`src/rtl/usb_tx_arbiter.sv`:
```
// Round-robin arbiter that shares one byte-wide USB transmit port between N_REQ
// sources and frames each granted packet as PID, payload, CRC16 low, CRC16 high.
module usb_tx_arbiter #(
    parameter int N_REQ = 4
) (
    input  logic               clk,
    input  logic               reset,
    input  logic [N_REQ-1:0]   req,
    input  logic [4*N_REQ-1:0] req_pid,
    input  logic [N_REQ-1:0]   req_zlp,
    input  logic [8*N_REQ-1:0] src_data,
    input  logic [N_REQ-1:0]   src_valid,
    input  logic [N_REQ-1:0]   src_last,
    output logic [N_REQ-1:0]   src_ready,
    output logic [N_REQ-1:0]   grant,
    output logic [7:0]         tx_data,
    output logic               tx_valid,
    output logic               tx_last,
    input  logic               tx_ready,
    output logic               busy,
    output logic               pkt_done
);

    localparam int PTR_W = (N_REQ > 1) ? $clog2(N_REQ) : 1;

    localparam logic [2:0] ST_IDLE = 3'd0;
    localparam logic [2:0] ST_PID  = 3'd1;
    localparam logic [2:0] ST_DATA = 3'd2;
    localparam logic [2:0] ST_CRC1 = 3'd3;
    localparam logic [2:0] ST_CRC2 = 3'd4;

    logic [2:0]       state;
    logic [PTR_W-1:0] ptr;
    logic [3:0]       pid;
    logic             zlp;
    logic [15:0]      crc;

    logic             win_found;
    logic [PTR_W-1:0] win_idx;
    logic [PTR_W-1:0] cand;
    logic [N_REQ-1:0] win_onehot;
    logic [3:0]       win_pid;
    logic             win_zlp;
    logic [7:0]       sel_data;

    // CRC16 (x^16+x^15+x^2+1), shifted LSB first in reflected form
    function automatic logic [15:0] crc16_byte(input logic [15:0] crc_in, input logic [7:0] data);
        logic [15:0] c;
        c = crc_in;
        for (int b = 0; b < 8; b++) begin
            if (c[0] ^ data[b]) c = (c >> 1) ^ 16'hA001;
            else                c = c >> 1;
        end
        return c;
    endfunction

    // Search starts just above the last winner, so a persistent requester drops to lowest priority
    always_comb begin
        win_found  = 1'b0;
        win_idx    = '0;
        cand       = '0;
        win_onehot = '0;
        win_pid    = '0;
        win_zlp    = 1'b0;
        for (int off = 1; off <= N_REQ; off++) begin
            cand = PTR_W'((int'(ptr) + off) % N_REQ);
            if (!win_found && req[cand]) begin
                win_found = 1'b1;
                win_idx   = cand;
            end
        end
        win_onehot[win_idx] = win_found;
        for (int i = 0; i < N_REQ; i++) begin
            if (win_idx == PTR_W'(i)) begin
                win_pid = req_pid[4*i +: 4];
                win_zlp = req_zlp[i];
            end
        end
    end

    always_comb begin
        sel_data = '0;
        for (int i = 0; i < N_REQ; i++) begin
            if (ptr == PTR_W'(i)) sel_data = src_data[8*i +: 8];
        end
    end

    always_comb begin
        tx_data   = '0;
        tx_valid  = 1'b0;
        tx_last   = 1'b0;
        src_ready = '0;
        case (state)
            ST_PID: begin
                tx_data  = {~pid, pid};
                tx_valid = 1'b1;
            end
            ST_DATA: begin
                tx_data        = sel_data;
                tx_valid       = src_valid[ptr];
                src_ready[ptr] = tx_ready;
            end
            ST_CRC1: begin
                tx_data  = ~crc[7:0];
                tx_valid = 1'b1;
            end
            ST_CRC2: begin
                tx_data  = ~crc[15:8];
                tx_valid = 1'b1;
                tx_last  = 1'b1;
            end
            default: ;
        endcase
    end

    assign busy = (state != ST_IDLE);

    always_ff @(posedge clk) begin
        if (reset) begin
            state    <= ST_IDLE;
            grant    <= '0;
            ptr      <= PTR_W'(N_REQ - 1);
            crc      <= 16'hFFFF;
            pkt_done <= 1'b0;
        end else begin
            pkt_done <= 1'b0;
            case (state)
                ST_IDLE: begin
                    if (win_found) begin
                        grant <= win_onehot;
                        ptr   <= win_idx;
                        crc   <= 16'hFFFF;
                        state <= ST_PID;
                    end
                end
                ST_PID: begin
                    if (tx_ready) state <= zlp ? ST_CRC1 : ST_DATA;
                end
                ST_DATA: begin
                    if (tx_valid && tx_ready) begin
                        crc <= crc16_byte(crc, tx_data);
                        if (src_last[ptr]) state <= ST_CRC1;
                    end
                end
                ST_CRC1: begin
                    if (tx_ready) state <= ST_CRC2;
                end
                ST_CRC2: begin
                    if (tx_ready) begin
                        state    <= ST_IDLE;
                        grant    <= '0;
                        pkt_done <= 1'b1;
                    end
                end
                default: state <= ST_IDLE;
            endcase
        end
    end

    // Packet attributes are captured with the grant and need no reset
    always_ff @(posedge clk) begin
        if (state == ST_IDLE && win_found) begin
            pid <= win_pid;
            zlp <= win_zlp;
        end
    end

endmodule

```
`config.mk`:
```
export PLATFORM = sky130hd
export DESIGN_NAME = usb_tx_arbiter
export DESIGN_NICKNAME = d
export VERILOG_FILES = /design/src/rtl/usb_tx_arbiter.sv
export SDC_FILE = /design/constraint.sdc
export NUM_CORES = 1
export LEC_CHECK = 0
export BUFFER_PORTS_ARGS = -buffer_cell sky130_fd_sc_hd__clkbuf_2
export CAP_MARGIN = 10
export CORE_ASPECT_RATIO = 2
export CORE_MARGIN = 2
export CORE_UTILIZATION = 50
export CTS_BUF_LIST = sky130_fd_sc_hd__clkbuf_4
export DETAILED_ROUTE_END_ITERATION = 10
export PLACE_DENSITY_LB_ADDON = 0.3
export SLEW_MARGIN = 0
export SYNTH_ARGS = -nofsm -noshare
export SYNTH_HDL_FRONTEND = slang
export SYNTH_SLANG_ARGS = --single-unit
export TNS_END_PERCENT = 100
```
`constraint.sdc`:
```
create_clock -name clk -period 4.4 [get_ports clk]
set_input_delay 0.22 -clock clk [delete_from_list [all_inputs] [get_ports clk]]
set_output_delay 0.22 -clock clk [all_outputs]
set_load 0.005 [all_outputs]
```
* Word level (Yosys, flattened, before mapping)
Index checks and enable logic that the tools add are counted.
Storage, ports and cells: bits in registers 31, logic and storage cells 163, input port bits 67, output and inout bits 20
Cells by class: bitwise operators 22, eq/ne operators 16, order comparisons 8, multiplexer cells 84, reductions and logical operators 22, $add $sub $neg 4
Operators by type and width (count):
- 16-bit 2-to-1 mux | 31
- 8-bit 2-to-1 mux | 4
- 16-bit one-hot mux with 2 select lines | 1
- 8-bit one-hot mux with 4 select lines | 1
- 4-bit 2-to-1 mux | 7
- 2-bit NOT with 3-bit output | 8
- 1-bit 2-to-1 mux | 19
- 2-bit by 3-bit less-than comparator with 1-bit output, second input constant | 6
- 3-bit 2-to-1 mux | 6
- 8-bit NOT | 2
- 3-bit one-hot mux with 5 select lines | 1
- 1-bit binary-select mux with 2-bit select | 6
- 2-bit inequality test, second input constant | 6
- 4-bit AND | 2
- 2-bit equality test, second input constant | 4
- 2-bit 2-to-1 mux | 4
- 4-bit one-hot mux with 2 select lines | 1
- 1-bit XOR | 8
- 1-bit logical AND | 7
- 3-bit by 2-bit equality test with 1-bit output, second input constant | 2
- 3-bit AND reduction | 2
- 6-bit AND reduction | 1
- 2-bit by 1-bit adder with 2-bit output, second input constant | 2
- 2-bit adder, second input constant | 2
- other kinds (16) | 23

* Logic depth before layout (Yosys ltp)
word-level depth 45, gate-level depth with buffers 12, depth with buffers taken out 10

* Worst setup path before layout
Ideal clock, no wire load.
path kind register to register, start point reg ptr[1], end point reg crc[0], path slack 1276 ps, data arrival time 3001 ps, stages on the path, launching flop included 13, path buffers 2, clock period less this slack 3124 ps, data required time 4277 ps, library setup time 123 ps, cells stage by stage dfxtp_1 > clkbuf_1 > inv_1 > ha_1 > clkbuf_1 > nor4bb_1 > a2111oi_1 > o221ai_2 > xor2_1 > xnor2_1 > xnor3_2 > xnor3_1 > a21oi_1
On the way: elaborated cells between the ends (all ways) 77, classes of those cells 4 x add/sub; 5 x eq/ne; 51 x mux; 8 x bitwise; 9 x reduce/logical
RTL lines:
- start: declaration | line 33 | logic [PTR_W-1:0] ptr;
- start signal: assignment | line 122 | ptr <= PTR_W'(N_REQ - 1);
- start signal: assignment | line 131 | ptr <= win_idx;
- 2-bit zero test | line 84 | if (ptr == PTR_W'(i)) sel_data = src_data[8*i +: 8];
- 8-bit 2-to-1 mux (3 in a row) | line 84
- 8-bit 2-to-1 mux * | line 84
- 8-bit one-hot mux with 4 select lines * | line 93 | case (state)
- named net tx_data[2] | line 16 | output logic [7:0] tx_data,
- 1-bit XOR * | line 51 | if (c[0] ^ data[b]) c = (c >> 1) ^ 16'hA001;
- 16-bit 2-to-1 mux * | line 51
- 16-bit 2-to-1 mux * | line 140 | if (tx_valid && tx_ready) begin
- [... 18 more ...]
- 16-bit 2-to-1 mux * | line 51
- 16-bit 2-to-1 mux * | line 140
- 16-bit 2-to-1 mux * | line 127 | case (state)
- 16-bit 2-to-1 mux * | line 119 | if (reset) begin
- 1-bit XOR * | line 51
- 16-bit 2-to-1 mux * | line 51
- 16-bit 2-to-1 mux * | line 140
- 16-bit one-hot mux with 2 select lines * | line 127
- end signal: assignment | line 141 | crc <= crc16_byte(crc, tx_data);
- end: declaration | line 36 | logic [15:0] crc;
Mark *: on every way through the listed nets, which the timed path passes. The rest lies on a longest branch. The select of a mux whose other input is x is not followed. A chain may end at the register's enable or synchronous reset.

* Worst setup path after layout
start point reg ptr[1], end point reg crc[0]
On the way: word-level cells in the longest chain between the ends 45, elaborated cells between the ends (all ways) 77, classes of those cells 4 x add/sub; 5 x eq/ne; 51 x mux; 8 x bitwise; 9 x reduce/logical
RTL lines (line):
- 2-bit zero test | 84
- 8-bit 2-to-1 mux (4 in a row) | 84
- 8-bit one-hot mux with 4 select lines | 93
- 1-bit XOR | 51
- 16-bit 2-to-1 mux | 51
- 16-bit 2-to-1 mux | 140
- 16-bit 2-to-1 mux | 127
- 16-bit 2-to-1 mux | 119
- [... 26 more ...]
- 16-bit 2-to-1 mux | 51
- 16-bit 2-to-1 mux | 140
- 16-bit 2-to-1 mux | 127
- 16-bit 2-to-1 mux | 119
- 1-bit XOR | 51
- 16-bit 2-to-1 mux | 51
- 16-bit 2-to-1 mux | 140
- 16-bit one-hot mux with 2 select lines | 127
Several ways; a longest one is shown, not always the timed one. The select of a mux whose other input is x is not followed.

==> results.cfg <==
[clocking]
cts_buffers = 5
clock_latency_ps = 340
post_cts_resized = 0
ctsHoldBuffers = 0
htree_levels = 2
cts_root_buffer = clkbuf_4
cts_tree = done
postCtsSetupBuffers = 0
clk_path_buf_depth = 2
cts_sinks = 31
clk_pin_slew_ps = 100

[floorplanning]
die-area_um2 = 5743
num_rows = 36
core_region_area_um2 = 4910
die_x_um = 54.60
top_level_ports = 87
initial_utilization = 0.5214
die_h_um = 105.2

[synthesis]
synth_top_area_frac = 0.2033
synth.area.top_cells = dfxtp_1, mux2i_1, edfxtp_1, a21oi_1, nor2_1
synth-adder-area-share = 0.01955
synth-xor-area-share = 0.08847
yosysTopAreaCell = dfxtp_1
ys_seq_elements = 31
synth_top_family_by_area = simple AND/OR/NAND/NOR gates
ys.flop_type = dfxtp_1
syn_nets = 373
muxShareOfSynthArea = 0.1017
synth_edf_count = 5
ys_async_sr_fraction = 0
syn-cell-area_um2 = 2560
yosysSeqAreaShare = 0.2620
synth_simple_gate_area_frac = 0.2576
avgSynthCellArea_um2 = 8.477
postSynthCellCount = 302
yosys_warnings = 0
synth_compound_area_frac = 0.2180
synth_cell_types = 63

[final_layout]
regArea_um2 = 670.6
final_nets = 444
drive_gt1_frac = 0.3075
layout.cells.most_common_list = clkbuf_2, nor2_1, dfxtp_1
fillers = 474
design_area_um2 = 3022
area_growth_syn_to_layout_pct = 18.04
antenna_cells = 0
final_common_cell = clkbuf_2
instances_no_fill = 431
final_util = 0.6154
multi_input_area_um2 = 1754

[detailed_routing]
drt-met1-wl_mm = 2.473
first_iter_violations = 53
routed.top_layer = met4
dr.pass1.iters = 4
met3WireLength_um = 374
vias_per_cell = 5.916
vias = 2550
postRouteAntennaNets = 0
route.met2.wl_mm = 3.895
wl_per_cell_um = 16.68
wl_mm = 7.188
route.detailed.drc = 0

[setup_path]
cp.required_ps = 4670
cp_data_arrival_time_ps = 3690
critical_path.top_delay_family = XOR/XNOR gates
critPathLaunchType = register
end_kind = register
cp_num_buf_inv = 1
cp.depth = 10
cp_max_fo = 17
cpPeakStageDelay_ps = 640
critical-path-slowest-cell = dfxtp_1
crit_type = reg2reg
r2r_cells = 10
crit_chain = inv_1, ha_1, and3b_1, a2111oi_1, o221ai_2, xor2_1, xnor2_1, xnor3_2, xnor3_1, a21oi_1

[placed_design]
dp_hpwl_mm = 5.771
port_buffers = 86
pre_cts_ws_ps = 994.6
dp.cells = 423
placed_area_um2 = 2964
gp_congestion = 0.9339

[pwr]
p_leak_nw = 1.344
comb_power_share = 0.629
swShare = 0.4284
p_sw_uw = 665.7
p_total_mw = 1.554
p_int_uw = 888.2
power.density_nw_per_um2 = 514.3
pwr-share-seq = 0.261
ir_drop_mv = 0.3847
clkPwrFrac = 0.110

[sta]
min_period_ps = 3411
fin_tns_setup_ps = 0
timing.fmax_ghz = 0.2932
relSlewSlack = 0.3433
postLayoutSetupSlackWorst_ps = 988.9
fin_skew_ps = 4.583
rsz0062_at_grt = false
worstMarginPinSlew_ps = 981.4
drv_slew = 0
hold_viol_final = 0
timing.hold.ws_ps = 238.5
post-route-period-util = 0.7752
setup_viol = 0

[grt]
grt_max_degree = 28
grt_pass1_wl_mm = 11.15
antenna_found_initial = 0
gr-total-overflow = 0
grt_pass1_vias = 2434
grt.total_usage = 0.2625

[min_path]
hold_depth = 3
hp-class = in2reg

[outcome]
status = completed

[job]
max_cap_violations = 0
==> kinds of logic after synthesis <==
kind of cell	after synthesis
adder cells (fa/ha/maj)	4
multiplexers	21
flip-flops	31
buffers and inverters	30
XOR/XNOR	20
AND/OR/NAND/NOR	119
AO/OA/AOI/OAI	77
==> layout make-up <==
cell class | instances | share of cell area
clock buffer | 6 | 0.01491
clock inverter | 2 | 0.004141
inverter | 6 | 0.007453
multi-input combinational | 241 | 0.5805
sequential | 31 | 0.2219
tap | 57 | 0.02360
timing repair buffer | 88 | 0.1474
==> cell usage after synthesis, types with 4 or more instances <==
cell type / n
nor3_1: 13
ha_1: 4
nand2b_1: 13
o22ai_1: 4
clkbuf_1: 10
nand2_1: 19
xor2_1: 7
dfxtp_1: 26
nor2b_1: 7
or3_1: 4
inv_1: 6
nand3b_1: 8
a21oi_1: 23
mux2i_1: 17
o21ai_0: 8
edfxtp_1: 5
nor2_1: 27
buf_2: 12
o21bai_1: 7
or2_2: 5
xnor2_1: 9
and3_1: 5
==> layer usage <==
metal,GRT usage,vias to the layer above
met5,0,-
met4,0.1875,0
met3,0.04000,29
met2,0.4634,109
met1,0.2491,1174
li1,-,1238
==> path summary, 6_finish.rpt <==
check,startpoint,endpoint,slack (ps)
min reg2reg,grant[3],grant[3],460
min,req_pid[4],pid[0],240
max reg2reg,ptr[1],crc[0],990
max,ptr[1],crc[0],990
==> registers in the layout (all words and copies together) (netlist names) <==
register / cells
crc: 16
grant: 4
pid: 4
pkt_done: 1
ptr: 2
state: 3
zlp: 1
==> worst register-to-register path, delay by kind of cell (launching register included) <==
kind                       cells  cell delay (ps)
AOI/OAI and AO/OA              3              750
xor gates and xnor gates       4             1070
adders and majority gates      1              410
buffers and inverters          1              190
DFF                            1              640
and+or+nand+nor                1              280
==> power by group through the flow <==
stage | registers [mW] | clock network [mW] | logic, mW
2_1_floorplan | 0.385 | 0 | 0.773
3_3_place_gp | 0.408 | 0 | 0.954
3_5_place_dp | 0.411 | 0 | 0.974
4_1_cts | 0.404 | 0.174 | 0.978
5_1_grt | 0.414 | 0.182 | 1.07
6_report | 0.405 | 0.171 | 0.978
Note: power is estimated with default switching activity, not from simulation.
